==> src/rtl/alu16_pkg.sv <==
// alu16_pkg
// Shared constants for the sequential 16-bit ALU:
//   - opcode encodings presented on the sel input
//   - FSM state encodings (plain localparams for legacy tool compatibility)
//   - iteration counter width for the multi-cycle multiply/divide
package alu16_pkg;

  localparam int ALU_WIDTH = 16;

  // Opcodes driven on sel
  localparam logic [1:0] ALU_ADD = 2'd0;
  localparam logic [1:0] ALU_SUB = 2'd1;
  localparam logic [1:0] ALU_MUL = 2'd2;
  localparam logic [1:0] ALU_DIV = 2'd3;

  // FSM states
  localparam logic [1:0] ST_IDLE = 2'd0;
  localparam logic [1:0] ST_MUL  = 2'd1;
  localparam logic [1:0] ST_DIV  = 2'd2;
  localparam logic [1:0] ST_DONE = 2'd3;

  // One extra bit so the counter can represent WIDTH itself if ever needed
  localparam int ITER_CNT_W = $clog2(ALU_WIDTH) + 1;

endpackage

==> src/rtl/alu16_muldiv_step.sv <==
// alu16_muldiv_step
// Purely combinational single iteration shared by multiply and divide.
// The pair {hi, lo} is a double-width working register:
//   multiply (is_div=0): hi = running partial product, lo = remaining
//                        multiplier bits shifting out / product low half
//                        shifting in. After WIDTH steps {hi,lo} = a*b.
//   divide   (is_div=1): hi = partial remainder, lo = dividend bits shifting
//                        out / quotient bits shifting in. After WIDTH steps
//                        lo = floor(a/b), hi = remainder.
// Ports:
//   is_div   in   select restoring-divide step instead of shift-add step
//   hi, lo   in   current working register halves
//   b        in   multiplicand / divisor
//   hi_next  out  next upper half
//   lo_next  out  next lower half
module alu16_muldiv_step #(
  parameter int WIDTH = 16
) (
  input  logic             is_div,
  input  logic [WIDTH-1:0] hi,
  input  logic [WIDTH-1:0] lo,
  input  logic [WIDTH-1:0] b,
  output logic [WIDTH-1:0] hi_next,
  output logic [WIDTH-1:0] lo_next
);

  logic [WIDTH:0]   sum;
  logic [WIDTH:0]   shifted;
  logic [WIDTH-1:0] diff;

  always_comb begin
    sum     = {1'b0, hi} + (lo[0] ? {1'b0, b} : '0);
    shifted = {hi, lo[WIDTH-1]};
    // The remainder always stays below b, so when the subtraction succeeds
    // the true difference fits in WIDTH bits and the low bits are exact.
    diff    = shifted[WIDTH-1:0] - b;

    // Shift-add: the carry of the addition becomes the new top bit and the
    // bit leaving the bottom of hi enters the top of lo.
    hi_next = sum[WIDTH:1];
    lo_next = {sum[0], lo[WIDTH-1:1]};

    if (is_div) begin
      if (shifted >= {1'b0, b}) begin
        hi_next = diff;
        lo_next = {lo[WIDTH-2:0], 1'b1};
      end else begin
        hi_next = shifted[WIDTH-1:0];
        lo_next = {lo[WIDTH-2:0], 1'b0};
      end
    end
  end

endmodule

==> src/rtl/alu16_seq_unit.sv <==
// alu16_seq_unit
// Multi-cycle handshaked ALU. One operation is accepted on the input
// valid/ready channel, computed (ADD/SUB in one cycle, MUL/DIV iteratively
// over WIDTH cycles) and returned on the output valid/ready channel.
// Ports:
//   clk, rst    clock (rising edge), asynchronous active-high reset
//   in_valid    operation presented;  in_ready  unit is idle and accepts
//   a, b, sel   operands and opcode, captured on the accept edge
//   out_valid   result available;     out_ready consumer takes the result
//   result, ov  result and overflow/error flag, held while out_valid
module alu16_seq_unit
  import alu16_pkg::*;
#(
  parameter int WIDTH = 16
) (
  input  logic             clk,
  input  logic             rst,
  input  logic             in_valid,
  output logic             in_ready,
  input  logic [WIDTH-1:0] a,
  input  logic [WIDTH-1:0] b,
  input  logic [1:0]       sel,
  output logic             out_valid,
  input  logic             out_ready,
  output logic [WIDTH-1:0] result,
  output logic             ov
);

  localparam logic [ITER_CNT_W-1:0] LAST_ITER = ITER_CNT_W'(WIDTH - 1);

  logic [1:0]            state_q, state_d;
  logic [ITER_CNT_W-1:0] cnt_q, cnt_d;
  logic [WIDTH-1:0]      b_q, b_d;
  logic [WIDTH-1:0]      hi_q, hi_d;
  logic [WIDTH-1:0]      lo_q, lo_d;
  logic [WIDTH-1:0]      result_q, result_d;
  logic                  ov_q, ov_d;

  logic [WIDTH-1:0]      step_hi, step_lo;
  logic [WIDTH:0]        add_sum;
  logic [WIDTH-1:0]      sub_diff;

  alu16_muldiv_step #(.WIDTH(WIDTH)) u_step (
    .is_div  (state_q == ST_DIV),
    .hi      (hi_q),
    .lo      (lo_q),
    .b       (b_q),
    .hi_next (step_hi),
    .lo_next (step_lo)
  );

  // Next-state logic. ADD, SUB and divide-by-zero finish on the accept edge;
  // MUL/DIV load the working register and iterate until the counter reaches
  // its last value. result/ov are only written on the way into DONE so they
  // keep their last value while idle.
  always_comb begin
    state_d  = state_q;
    cnt_d    = cnt_q;
    b_d      = b_q;
    hi_d     = hi_q;
    lo_d     = lo_q;
    result_d = result_q;
    ov_d     = ov_q;

    add_sum  = {1'b0, a} + {1'b0, b};
    sub_diff = a - b;

    case (state_q)
      ST_IDLE: begin
        if (in_valid) begin
          cnt_d = '0;
          b_d   = b;
          case (sel)
            ALU_ADD: begin
              result_d = add_sum[WIDTH-1:0];
              ov_d     = add_sum[WIDTH];
              state_d  = ST_DONE;
            end
            ALU_SUB: begin
              result_d = sub_diff;
              ov_d     = (a[WIDTH-1] != b[WIDTH-1]) &&
                         (sub_diff[WIDTH-1] != a[WIDTH-1]);
              state_d  = ST_DONE;
            end
            ALU_MUL: begin
              hi_d    = '0;
              lo_d    = a;
              state_d = ST_MUL;
            end
            default: begin
              if (b == '0) begin
                result_d = '1;
                ov_d     = 1'b1;
                state_d  = ST_DONE;
              end else begin
                hi_d    = '0;
                lo_d    = a;
                state_d = ST_DIV;
              end
            end
          endcase
        end
      end

      ST_MUL, ST_DIV: begin
        hi_d  = step_hi;
        lo_d  = step_lo;
        cnt_d = cnt_q + ITER_CNT_W'(1);
        if (cnt_q == LAST_ITER) begin
          cnt_d    = '0;
          result_d = step_lo;
          // Multiply overflows when any bit lands in the upper half; the
          // divide remainder left in hi is simply discarded.
          ov_d     = (state_q == ST_MUL) ? |step_hi : 1'b0;
          state_d  = ST_DONE;
        end
      end

      ST_DONE: begin
        if (out_ready) begin
          state_d = ST_IDLE;
        end
      end

      default: state_d = ST_IDLE;
    endcase
  end

  // State and datapath registers; reset aborts any operation in flight.
  always_ff @(posedge clk or posedge rst) begin
    if (rst) begin
      state_q  <= ST_IDLE;
      cnt_q    <= '0;
      b_q      <= '0;
      hi_q     <= '0;
      lo_q     <= '0;
      result_q <= '0;
      ov_q     <= 1'b0;
    end else begin
      state_q  <= state_d;
      cnt_q    <= cnt_d;
      b_q      <= b_d;
      hi_q     <= hi_d;
      lo_q     <= lo_d;
      result_q <= result_d;
      ov_q     <= ov_d;
    end
  end

  assign in_ready  = (state_q == ST_IDLE);
  assign out_valid = (state_q == ST_DONE);
  assign result    = result_q;
  assign ov        = ov_q;

endmodule

==> config.mk <==
export PLATFORM = sky130hd
export DESIGN_NAME = alu16_seq_unit
export DESIGN_NICKNAME = d
export VERILOG_FILES = /design/src/rtl/alu16_pkg.sv /design/src/rtl/alu16_muldiv_step.sv /design/src/rtl/alu16_seq_unit.sv
export SDC_FILE = /design/constraint.sdc
export NUM_CORES = 1
export LEC_CHECK = 0
export ABC_AREA = 1
export BUFFER_PORTS_ARGS = -buffer_cell sky130_fd_sc_hd__buf_2
export CAP_MARGIN = 10
export CORE_MARGIN = 10
export CORE_UTILIZATION = 62
export CTS_BUF_LIST = sky130_fd_sc_hd__clkbuf_16
export CTS_CLUSTER_DIAMETER = 40
export DETAILED_ROUTE_END_ITERATION = 12
export MAX_ROUTING_LAYER = met4
export PLACE_DENSITY = 0.8
export SYNTH_ARGS = -nofsm -noshare
export SYNTH_HDL_FRONTEND = slang
export SYNTH_SLANG_ARGS = --single-unit
export TNS_END_PERCENT = 1
==> constraint.sdc <==
create_clock -name clk -period 3 [get_ports clk]
set_clock_uncertainty 0.2 [all_clocks]
set_input_delay 0.3 -clock clk [delete_from_list [all_inputs] [get_ports clk]]
set_output_delay 0.3 -clock clk [all_outputs]
set_load 0.01 [all_outputs]
==> impl_results.html <==
<table>
<tr><th>Metric</th><th>Value</th></tr>
<tr><th colspan="2">Logic synthesis</th></tr>
<tr><td>Sequential element share of the synthesized area</td><td>0.2461</td></tr>
<tr><td>Dominant cells by area after synthesis</td><td>dfrtp_1 (25%), nand2_1 (14%), ha_1 (12%)</td></tr>
<tr><td>Area share of the leading cell type in the synthesized netlist</td><td>0.2461</td></tr>
<tr><td>Number of synthesis warnings</td><td>0</td></tr>
<tr><td>Synth area leader</td><td>dfrtp_1</td></tr>
<tr><td>Most instantiated flip-flop cell in the synthesis netlist</td><td>dfrtp_1</td></tr>
<tr><td>Count of mapped cells out of synthesis</td><td>1163</td></tr>
<tr><td>Post-synthesis instance area</td><td>7322 um^2</td></tr>
<tr><td>Total of flip-flops plus latches after synthesis</td><td>72</td></tr>
<tr><td>Library cells used by synthesis</td><td>50</td></tr>
<tr><td>Synth Net Count</td><td>1274</td></tr>
<tr><td>Ys async rst share</td><td>1.000</td></tr>
<tr><td>Avg Inst Size Synth</td><td>6.296 um^2</td></tr>
<tr><td>Post-synth EDFFs</td><td>0</td></tr>
<tr><th colspan="2">Cells and area</th></tr>
<tr><td>Filler cells</td><td>1033</td></tr>
<tr><td>Final net count</td><td>1340</td></tr>
<tr><td>Fraction of layout cells with a size suffix above 1</td><td>0.1144</td></tr>
<tr><td>Most common library cell in the layout ignoring fill and taps</td><td>nand2_1</td></tr>
<tr><td>Leading cell types in the layout, fill and taps excluded</td><td>nand2_1 (277), inv_1 (164), nor2_1 (132)</td></tr>
<tr><td>Post-route cell area</td><td>around 8000 um^2</td></tr>
<tr><td>Layout overhead on the synthesized area</td><td>12.32%</td></tr>
<tr><td>Number of antenna repair diodes</td><td>0</td></tr>
<tr><th colspan="2">Global route</th></tr>
<tr><td>First-pass GRT wire length</td><td>around 37000 um</td></tr>
<tr><td>Overall fraction of global-route tracks in use</td><td>0.2778</td></tr>
<tr><td>Pin count of the biggest net entering global routing</td><td>44</td></tr>
<tr><td>Number of antenna violations at the first check in global routing</td><td>0</td></tr>
<tr><td>Aggregate global routing overflow</td><td>0</td></tr>
<tr><td>Via count of the first global-routing pass</td><td>7589</td></tr>
<tr><th colspan="2">Power</th></tr>
<tr><td>Total design power</td><td>0.009291 W</td></tr>
<tr><td>Highest ir drop seen on vdd</td><td>0.8050 mV</td></tr>
<tr><td>Power density of the placed cells</td><td>1130 nW/um^2</td></tr>
<tr><td>Cell leakage power</td><td>4.515 nW</td></tr>
<tr><th colspan="2">STA</th></tr>
<tr><td>Post-route clock period utilization</td><td>0.9741</td></tr>
<tr><td>Minimum clock period after layout</td><td>2922 ps</td></tr>
<tr><td>Post-route setup TNS</td><td>0 ps</td></tr>
<tr><td>Max-slew violation count</td><td>0</td></tr>
<tr><td>Max_slew headroom</td><td>0.5483</td></tr>
<tr><td>Setup-violating endpoint count in the final report</td><td>0</td></tr>
<tr><td>Hold Fails Final Rpt</td><td>0</td></tr>
<tr><td>Transition time at the pin with the least slew margin</td><td>676.6 ps</td></tr>
<tr><td>Maximum clock frequency</td><td>342.2 MHz</td></tr>
<tr><th colspan="2">Worst setup path</th></tr>
<tr><td>Kind of capture point of the worst setup path</td><td>flip-flop</td></tr>
<tr><td>Startpoint type of the worst setup path</td><td>flip-flop</td></tr>
<tr><td>Arr. time, crit path</td><td>2950 ps</td></tr>
<tr><td>Type of the setup path with the least slack</td><td>reg -&gt; reg</td></tr>
<tr><td>Largest fanout of any net on the critical path</td><td>6</td></tr>
<tr><td>Critical Path RT</td><td>3030 ps</td></tr>
<tr><th colspan="2">Clock tree</th></tr>
<tr><td>Clock Latency Late Sink</td><td>350 ps</td></tr>
<tr><td>Clock slew seen by the registers of the worst setup and hold paths</td><td>~60 ps</td></tr>
<tr><td>H-tree depth reported by CTS</td><td>3</td></tr>
<tr><td>Num CTS Buffers</td><td>9</td></tr>
<tr><td>Number of clock sinks</td><td>72</td></tr>
<tr><td>Clock tree from TritonCTS</td><td>yes</td></tr>
<tr><td>Maximum buffer depth of the clock tree</td><td>2</td></tr>
<tr><td>Root buffer cell</td><td>clkbuf_16</td></tr>
<tr><th colspan="2">Min path</th></tr>
<tr><td>Class of the tightest hold or removal check</td><td>in -&gt; reg</td></tr>
<tr><th colspan="2">Detailed routing</th></tr>
<tr><td>DRC Markers</td><td>0</td></tr>
<tr><td>Antenna Violating Nets Remaining</td><td>0</td></tr>
<tr><td>Detailed-router iteration count before antenna repair</td><td>5</td></tr>
<tr><td>Wire per inst</td><td>16.52 um</td></tr>
<tr><td>Post-detailed-routing wire length</td><td>22720 um</td></tr>
<tr><td>Vias per std cell</td><td>about 5.9</td></tr>
<tr><td>Total number of vias</td><td>between 8k and 9k</td></tr>
<tr><td>Detailed router's first-iteration violation count</td><td>800</td></tr>
<tr><th colspan="2">Floorplan</th></tr>
<tr><td>Die ar.</td><td>16560 um^2</td></tr>
<tr><td>Core area</td><td>around 11000 um^2</td></tr>
<tr><td>Number of cell rows</td><td>39</td></tr>
<tr><td>X dimension of the die</td><td>between 100 and 150 um</td></tr>
<tr><td>Initial Utilization</td><td>0.6385</td></tr>
<tr><td>Io pins</td><td>57</td></tr>
<tr><td>Chip height</td><td>approximately 130 um</td></tr>
<tr><th colspan="2">Placed design</th></tr>
<tr><td>Routability cong.</td><td>1.001</td></tr>
<tr><td>Placement-stage cell area</td><td>7838 um^2</td></tr>
<tr><td>Port bufs</td><td>56</td></tr>
<tr><td>Placed wire-length estimate</td><td>17790 um</td></tr>
<tr><th colspan="2">Run status</th></tr>
<tr><td>Outcome</td><td>completed</td></tr>
<tr><th colspan="2">Job</th></tr>
<tr><td>Total of max-cap violations</td><td>0</td></tr>
</table>
through the flow:
step	instances	hold slack [ps]	setup WS (ps)	util
floorplan	1163	257.6	324.8	-
global placement	1354	227.3	74.13	0.6835
detailed placement	1354	235.3	85.15	0.6835
CTS	1369	47.14	60.32	0.7083
global route	1375	65.87	-14.88	0.7172
finish	1375	50.09	77.59	0.7172
synthesized netlist by cell type (2+ instances only):
library cell and n:
o21ai_0 88, nor2_2 4, a31oi_1 10, a22o_1 2, clkbuf_1 25, o31ai_1 2, o21ai_1 4, buf_6 2
o22ai_1 5, and2_1 2, nor3_1 16, o21a_1 4, a22oi_1 3, buf_1 2, nand3b_1 5, o21bai_1 2
ha_1 69, o211ai_1 4, xor2_1 7, nand3_1 86, fa_1 4, nor2_4 2, a21oi_1 110, dfrtp_1 72
or2_0 2, nand2_1 278, nor2_1 133, inv_2 6, or2_2 10, nand2_4 2, inv_1 165, a21o_1 3
nand4_1 15, buf_2 3
layout make-up:
class                   count  area (um^2)  area share
well taps                 143        178.9     0.02176
clock buffers               9        225.2     0.02738
clock inverters             5        50.05    0.006085
repair buffers             88        536.8     0.06527
multi-input cells         886         4785      0.5818
inverters                 172        645.6     0.07850
flip-flops and latches     72         1803      0.2192
logic make-up after synthesis:
| kind of cell | after synthesis | synth area share |
|---|---|---|
| fa+ha+maj | 73 | 0.1288 |
| simple gates | 559 | 0.3252 |
| buf+inv | 205 | 0.1078 |
| compound gates | 246 | 0.1825 |
| flops | 72 | 0.2461 |
| xor+xnor | 8 | 0.009570 |
final timing paths:
check	endpoint	cells after the start	slack [ps]	startpoint
worst min register to register	result[1]$_DFFE_PP0P_	2	280	result[1]$_DFFE_PP0P_
min in group asynchronous	cnt_q[0]$_DFFE_PP0P_	3	410	rst
worst min-delay path	lo_q[3]$_DFFE_PP0P_	3	50	a[3]
worst max register to register	ov$_DFFE_PP0P_	16	80	lo_q[0]$_DFFE_PP0P_
worst max-delay path	ov$_DFFE_PP0P_	16	80	lo_q[0]$_DFFE_PP0P_
max in group asynchronous	result[7]$_DFFE_PP0P_	4	1500	rst
layer usage:
layer,routed length [um],part of all wire,vias up,GRT usage
li1,-,-,3936,-
met1,9315,0.41,3678,0.3342
met2,10960,0.48,375,0.4571
met3,1652,0.073,60,0.03655
met4,784,0.035,0,0.1198
met5,0,0,-,-
sequential cells by signal, indices dropped and copies added, names as in the netlist:
| name | flops |
|---|---|
| state_q | 2 |
| hi_q | 16 |
| cnt_q | 5 |
| b_q | 16 |
| ov | 1 |
| result | 16 |
| lo_q | 16 |
power by group:
group	switching, W	internal [W]
registers	0.000349	0.00141
logic	0.00423	0.00224
clock network	0.000433	0.000627
what timing repair did:
| item | in CTS | in global routing |
|---|---|---|
| buffers inserted | 0 | 5 |
| setup endpoints to repair | 0 | 2 |
| hold buffers | 1 | 0 |
| resized for setup | 0 | 15 |
| endpoints found under the hold margin | 29 | 0 |
critical path, cell delays in order, from the launching register on:
cell	delay (ps)
dfrtp_2	470
buf_2	190
nand2_1	80
inv_1	40
ha_1	350
nand2_1	90
nand2_1	80
o21bai_1	180
a21oi_1	150
nand2_1	110
or2_2	280
nand3_1	80
nand2_1	80
nor3_1	170
nand3_1	110
nand2_1	80
a21oi_1	50
No activity file was read; power rests on OpenSTA's default activity.
